## src/rtl/lsu_multiciclo.sv

```systemverilog
// lsu_multiciclo: multicycle load/store unit with sub-word read-modify-write,
// sign/zero extension, misalignment detection and configurable memory read latency.
module lsu_multiciclo #(
   parameter int XLEN    = 64,
   parameter int ADDR_W  = 64,
   parameter int MEM_LAT = 1
) (
   input  logic              clk,
   input  logic              rst,
   input  logic              req_valid,
   output logic              req_ready,
   input  logic              req_we,
   input  logic [1:0]        req_size,
   input  logic              req_unsigned,
   input  logic [ADDR_W-1:0] req_addr,
   input  logic [XLEN-1:0]   req_wdata,
   output logic              resp_valid,
   output logic [XLEN-1:0]   resp_rdata,
   output logic              resp_error,
   output logic [ADDR_W-1:0] mem_addr,
   output logic [XLEN-1:0]   mem_wdata,
   output logic              mem_wr,
   input  logic [XLEN-1:0]   mem_rdata
);
   localparam int OFF_W = $clog2(XLEN / 8);
   localparam int CNT_W = $clog2(MEM_LAT + 1) + 1;
   localparam logic [1:0] FULL = (XLEN == 64) ? 2'd3 : 2'd2;
   localparam logic [XLEN-1:0] ONE = 1;
   typedef enum logic [2:0] {IDLE, RD, WR, RESP, ERR} state_t;
   state_t state, state_n;
   logic we_q, uns_q, accept, bad, done, sign;
   logic [1:0] size_q;
   logic [OFF_W-1:0] off_q;
   logic [OFF_W+2:0] bit_off;
   logic [CNT_W-1:0] cnt;
   logic [6:0] nbits;
   logic [XLEN-1:0] wdata_q, mask, shifted, load_val, merged;
   assign req_ready = state == IDLE;
   assign accept    = req_valid && req_ready;
   assign bad       = (req_size == 2'd3 && XLEN == 32) || |(req_addr[2:0] & ((3'd1 << req_size) - 3'd1));
   assign done      = cnt == CNT_W'(MEM_LAT);
   // mask covers the access width; at full width the shift overflows to 0 and the mask becomes all ones
   assign nbits     = 7'd8 << size_q;
   assign mask      = (ONE << nbits) - ONE;
   assign bit_off   = {off_q, 3'b000};
   assign shifted   = mem_rdata >> bit_off;
   assign sign      = |(shifted & mask & ~(mask >> 1));
   assign load_val  = (shifted & mask) | ((!uns_q && sign) ? ~mask : '0);
   assign merged    = (mem_rdata & ~(mask << bit_off)) | ((wdata_q & mask) << bit_off);
   always_ff @(posedge clk or posedge rst)
      if (rst) state <= IDLE;
      else     state <= state_n;
   always_comb begin
      state_n = state;
      case (state)
         IDLE:    if (accept) state_n = bad ? ERR : (req_we && req_size == FULL) ? WR : RD;
         RD:      if (done) state_n = we_q ? WR : RESP;
         WR:      state_n = RESP;
         default: state_n = IDLE;
      endcase
   end
   always_ff @(posedge clk or posedge rst)
      if (rst) begin
         resp_valid <= 1'b0;
         resp_error <= 1'b0;
         resp_rdata <= '0;
         mem_wr     <= 1'b0;
         mem_addr   <= '0;
         mem_wdata  <= '0;
         cnt        <= '0;
         we_q       <= 1'b0;
         uns_q      <= 1'b0;
         size_q     <= '0;
         off_q      <= '0;
         wdata_q    <= '0;
      end else begin
         resp_valid <= state_n == RESP || state_n == ERR;
         resp_error <= state_n == ERR;
         resp_rdata <= (state == RD && done && !we_q) ? load_val : '0;
         mem_wr     <= state_n == WR;
         cnt        <= (state == RD) ? cnt + 1'b1 : '0;
         if (accept) begin
            we_q    <= req_we;
            uns_q   <= req_unsigned;
            size_q  <= req_size;
            off_q   <= req_addr[OFF_W-1:0];
            wdata_q <= req_wdata;
            if (!bad) mem_addr <= {req_addr[ADDR_W-1:OFF_W], {OFF_W{1'b0}}};
            if (!bad && req_we && req_size == FULL) mem_wdata <= req_wdata;
         end
         if (state == RD && done && we_q) mem_wdata <= merged;
      end
endmodule

```

## config.mk

```make
export PLATFORM = sky130hd
export DESIGN_NAME = lsu_multiciclo
export DESIGN_NICKNAME = d
export VERILOG_FILES = /design/src/rtl/lsu_multiciclo.sv
export SDC_FILE = /design/constraint.sdc
export NUM_CORES = 1
export LEC_CHECK = 0
export ABC_AREA = 0
export CAP_MARGIN = 25
export CORE_MARGIN = 2
export CORE_UTILIZATION = 30
export DETAILED_ROUTE_END_ITERATION = 7
export PLACE_DENSITY = 0.61
export SLEW_MARGIN = 15
export SYNTH_ARGS = -nofsm -noshare
export SYNTH_HDL_FRONTEND = slang
export SYNTH_SLANG_ARGS = --single-unit
```

## constraint.sdc

```tcl
create_clock -name clk -period 13.7 [get_ports clk]
set_clock_uncertainty 0.2 [all_clocks]
set_input_delay 1.37 -clock clk [delete_from_list [all_inputs] [get_ports clk]]
set_output_delay 1.37 -clock clk [all_outputs]
set_load 0.01 [all_outputs]
```

==> impl_metrics.ini, run 1 <==
[outcome]
status = finished, final reports clean

[finish]
drive_gt1_share_pct = 11.45
final_cells = 2487
fin_nets = 2057
syn2layout_area_growth_pct = 38.41

[die]
die_w_um = 222.3
rows = 79
io_pins = 395
initial_core_util_pct = 30.57
coreArea_mm2 = 0.04675
die_area_mm2 = 0.04940
die_h_um = 222.3

[synthesis]
yosys.cell_types.count = 70
synth_area_mm2 = 0.01429
yosysSeqAreaShare_pct = 46.92
synth_top_area_cell = dfrtp_1
syn_area_per_cell_um2 = 9.372
ys_top_cells_by_area = dfrtp_1 (47%), nand2_1 (10%), mux2_2 (7.3%)
synth_ff_type = dfrtp_1
synth_warnings = 0
ys_seq_elements = 268
synth_edf_count = 0
syn_inst = 1525
synth.top_cell.area_share_pct = 46.92
synthArstFlopShare_pct = 100.0

[sta]
tns_ns = 0
hold_viol_final = 0
hold_slack_ns = 0.2425
period_needed_ns = 5.119
slew_headroom_pct = 30.11
slew_viol_final = 0
layout_worst_path_cycle_share_pct = 37.37
worst_slack_ns = 8.581
fmax_ghz = 0.1953
worst_slew_pin_slew_ns = 1.044
finalSetupViolations = 0
rsz0062_at_grt = no

[clocking]
htree_levels = 2
cts.sinks = 268
insertion_delay_ns = 0.55
cts-root-buf = clkbuf_16
tritoncts = done
clk_pin_slew_ns = 0.06
cts_buffer_depth = 3
cts_inserted_buffers = 34
cts_resized = 0
cts_setup_buffers = 0
cts_hold_buf = 0

[run]
maxCapViolations = 0

[placed_design]
placed_cells_incl_taps = 2424
pre_cts_slack_ns = 8.029
place.gp.congestion = 0.9184
numPortBuffers = 391
hpwl_um = 46070

[worst_setup_path]
critPathCapture = mem_wdata[51]$_DFFE_PP0P_
reg2reg_depth = 10
crit_fanout = 76
cp.required_ns = 13.90
endpoint_kind = flop
r2r-start = state[2]$_DFF_PP0_
start_kind = input pin
startpoint = req_valid
r2r-end = mem_wdata[51]$_DFFE_PP0P_
crit_type = in -> reg
rrSetupSlack_ns = 9.35
arrival_ns = 5.32

[route]
drtIter0Drc = 1494
highest_layer = met5
route.met3.wl_um = 7123
via_per_inst = 5.510
wl_um = 62180
ant_nets = 0
post_drt_wl_per_cell_um = 25.00
vias = 13700
post-route-drc-count = 0
dr_wl_met2_um = 28310
first_pass_iters = 6
wirelength_met1_um = 24370

[power]
ir_drop_v = 0.0001391
power.density_mw_per_mm2 = 228.6
power.leakage_nw = 8.467
fin_total_pwr_mw = 4.523

[grt]
grt_antenna_before_repair = 10
grt-ovfl-total = 0
grt_use_total_pct = 24.62
grt_pass1_wl_um = 91390
grt_max_degree = 126
grt_pass1_vias = 13580

[hold_path]
hold_class = reg -> reg
hold_depth = 1
==> power by group <==
part	internal (mW)	switching, mW
sequential	1.10	0.308
combinational	0.988	1.21
clock	0.544	0.370
total	2.63	1.89
==> routing by layer <==
| layer | up-vias | GRT usage (%) |
|---|---|---|
| li1 | 6096 | - |
| met1 | 6611 | 31.01 |
| met2 | 840 | 38.96 |
| met3 | 140 | 8.662 |
| met4 | 16 | 8.762 |
| met5 | - | 0.6843 |
==> metrics by stage <==
step,instance area [um^2],utilization (%)
after CTS,19740,42.22
final,19780,42.31
after detailed placement,18620,39.83
after global routing,19780,42.30
after global placement,18610,39.80
after floorplan,14300,-
==> worst min-delay path by stage <==
| stage | from | end | slack (ns) |
|---|---|---|---|
| 3_5_place_dp | cnt[0]$_DFF_PP0_ | cnt[0]$_DFF_PP0_ | 0.23 |
| 5_1_grt | cnt[0]$_DFF_PP0_ | cnt[0]$_DFF_PP0_ | 0.28 |
| 3_3_place_gp | cnt[0]$_DFF_PP0_ | cnt[0]$_DFF_PP0_ | 0.22 |
| 6_report | cnt[0]$_DFF_PP0_ | cnt[0]$_DFF_PP0_ | 0.24 |
| 2_1_floorplan | cnt[0]$_DFF_PP0_ | cnt[0]$_DFF_PP0_ | 0.21 |
| 4_1_cts | cnt[0]$_DFF_PP0_ | cnt[0]$_DFF_PP0_ | 0.24 |
==> synth_stat cells, drive strengths merged (9+ instances only) <==
master and instances:
buf 56, mux2 93, inv 9, a21oi 85, mux2i 59, nor2 57, nor2b 15, a211oi 23
o21a 9, o22ai 18, nand3 20, nor3 19, dfrtp 268, a221o 15, a22oi 24, nand2 395
o21ai 129, a31oi 14, a221oi 10, o211ai 10, a2bb2oi 9, clkbuf 68, mux4 20
==> area by class of cell <==
class | count | area (um^2)
fill | 4564 | 26970
multi-input combinational | 1125 | 7008
sequential | 268 | 6718
timing repair buffer | 417 | 4128
clock buffer | 42 | 932.1
tap | 607 | 759.5
clock inverter | 15 | 185.2
inverter | 10 | 45.04
antenna | 3 | 7.507
==> flip-flops by register name (all words and copies together), names as in the netlist <==
name	cells
resp_rdata	64
resp_valid	1
wdata_q	64
we_q	1
mem_addr	61
uns_q	1
resp_error	1
state	3
size_q	2
cnt	2
mem_wr	1
mem_wdata	64
off_q	3
==> critical path, stage by stage <==
cell and delay (ns):
clkdlybuf4s50_1 0.50, nor4b_4 0.23, buf_4 0.72, o211ai_4 0.12, buf_4 0.40, o22ai_1 0.35, or2_2 0.58, buf_4 0.53
inv_2 0.23, o22ai_1 0.17, nor2_1 0.06
==> cells in the final DEF (no fill, tap or decap), types with 20 or more instances in the layout <==
cell type,synthesis,layout
mux4_2,20,20
a21oi_1,85,85
mux2i_1,59,59
nor2_1,57,56
nand2_1,395,394
o21ai_0,124,124
clkbuf_16,0,35
clkdlybuf4s50_1,0,391
dfrtp_1,268,265
nand3_1,20,20
buf_4,11,22
a211oi_1,23,23
a22oi_1,24,24
mux2_2,93,93
==> cell families (layout without fill, tap and decap cells) <==
logic type      after synthesis  in the layout  synth area share (%)
fa+ha+maj                     2              2                0.1751
other cells                   1              6               0.02624
buf+inv                     134            484                 4.228
simple gates                547            547                 15.99
flops                       268            268                 46.92
compound gates              401            401                 18.04
mux                         172            172                 14.61
Note: power is estimated with default switching activity, not from simulation.
==> run 2, diff against run 1 <==
- clock period: 13.7 -> 5.21 ns (I/O delays scaled with it)
==> impl_metrics.ini, run 2 (synthesized netlist as in run 1, its figures left out) <==
[power]
ir_drop_v = 0.0003380
power.leakage_nw = 8.435
pwr-share-comb_pct = 49.4
power.density_mw_per_mm2 = 594.8
pwr-share-clk_pct = 18.3
swShare_pct = 42.57
intPower_mw = 6.734
fin_total_pwr_mw = 11.72
switching_power_mw = 4.991
power_frac_seq_pct = 32.3

[sta]
layout_worst_path_cycle_share_pct = 73.08
hold_viol_final = 0
slew_headroom_pct = 31.57
worst_slack_ns = 1.403
worst_slew_pin_slew_ns = 1.022
fmax_ghz = 0.2626
period_needed_ns = 3.807
finalSetupViolations = 0
tns_ns = 0
slew_viol_final = 0
hold_slack_ns = 0.2448
rsz0062_at_grt = no

[placed_design]
pre_cts_slack_ns = 1.499
place.gp.congestion = 0.9252
numPortBuffers = 391
placed_cells_incl_taps = 2434
placed_cell_area_mm2 = 0.01870
hpwl_um = 46570

[worst_setup_path]
slowest_delay_ns = 0.95
endpoint_kind = flop
cp.required_ns = 5.49
worst-path-buf-inv = 2
start_kind = flop
critPathTopFamily = compound AO/OA/AOI/OAI gates
arrival_ns = 4.09
crit_type = reg -> reg
crit_slowest_cell = dfrtp_4
crit_path_frequent_cell = buf_4
worstPathCellList = nor2b_1, buf_4, a22oi_1, o2111a_1, nand2b_1, o211ai_2, buf_4, nand2_1
crit_fanout = 66

[grt]
grt_pass1_vias = 13780
grt_antenna_before_repair = 9
grt-ovfl-total = 0
grt_max_degree = 113
grt_use_total_pct = 24.70
grt_pass1_wl_um = 92590

[outcome]
status = complete, but fails checks
failed_checks = design-rule violations

[die]
coreArea_mm2 = 0.04675
die_h_um = 222.3
die_area_mm2 = 0.04940
io_pins = 395
die_w_um = 222.3
initial_core_util_pct = 30.57
rows = 79

[hold_path]
hold_class = reg -> reg

[route]
post-route-drc-count = 1
post_drt_wl_per_cell_um = 24.87
first_pass_iters = 8
ant_nets = 0
wl_um = 62040
via_per_inst = 5.477
drtIter0Drc = 1469
vias = 13660

[finish]
final_cells = 2495
fin_nets = 2062
mostFrequentLayoutCells = nand2_1 (394), clkdlybuf4s50_1 (391), dfrtp_1 (265)
syn2layout_area_growth_pct = 37.91
postLayoutCellArea_mm2 = 0.01971
drive_gt1_share_pct = 11.62
final_util_pct = 42.16
top_regs = mem_wdata: 64 flops, resp_rdata: 64 flops, wdata_q: 64 flops
layout_commonest_cell = nand2_1

[clocking]
htree_levels = 1
cts_buffer_depth = 3
cts_resized = 0
tritoncts = done
cts_inserted_buffers = 31
cts_hold_buf = 0
cts_setup_buffers = 0
cts.sinks = 268
cts-root-buf = clkbuf_16
insertion_delay_ns = 0.60
clk_pin_slew_ns = 0.06

[run]
maxCapViolations = 0
run 2: changes by cell type in the layout (fill, tap and decap cells not counted), sizes merged:
cell	before	now
clkinv	9	5
clkbuf	42	47
clkinvlp	2	5
buf	26	34
inv	11	10
bufinv	3	0
run 2: layer usage:
layer | wire (um) | share of wire (%) | track usage, % | vias to the layer above
li1 | - | - | - | 6113
met1 | 24920 | 40 | 32.17 | 6600
met2 | 27380 | 44 | 38.09 | 793
met3 | 6831 | 11 | 7.855 | 146
met4 | 2836 | 4.6 | 9.743 | 12
met5 | 70 | 0.11 | 0 | -
run 2: final timing paths:
path	from	endpoint	slack, ns	cells after the start
setup / recovery	off_q[1]$_DFFE_PP0P_	resp_rdata[39]$_DFF_PP0_	1.40	8
hold / removal	cnt[0]$_DFF_PP0_	cnt[0]$_DFF_PP0_	0.24	1
setup reg to reg	off_q[1]$_DFFE_PP0P_	resp_rdata[39]$_DFF_PP0_	1.40	8
hold reg to reg	cnt[0]$_DFF_PP0_	cnt[0]$_DFF_PP0_	0.24	1
max in group asynchronous	rst	resp_rdata[16]$_DFF_PP0_	3.44	4
min in group asynchronous	rst	mem_wdata[57]$_DFFE_PP0P_	0.26	3
run 2: final cells by class:
cell class	instances	area [um^2]
clock buffer	47	915.9
multi-input combinational	1125	7008
sequential	268	6718
clock inverter	10	78.83
tap	607	759.5
antenna	3	7.507
fill	4638	27040
inverter	10	41.29
timing repair buffer	425	4182
run 2: worst register-to-register path, delay by kind of cell (launching register included):
family                 cells  cell delay, ns
AO/OA/AOI/OAI              3            1.12
AND/OR/NAND/NOR            3            0.85
flip-flops                 1            0.95
buffers and inverters      2            0.57
run 2: power by group through the flow:
stage                     sequential [mW]  clock (mW)  combinational (mW)
after floorplan                      3.58           0                3.31
after global placement               3.77           0                5.70
after detailed placement             3.79           0                5.72
after CTS                            3.77        2.18                5.76
after global routing                 3.89        2.28                6.24
final                                3.79        2.14                5.80
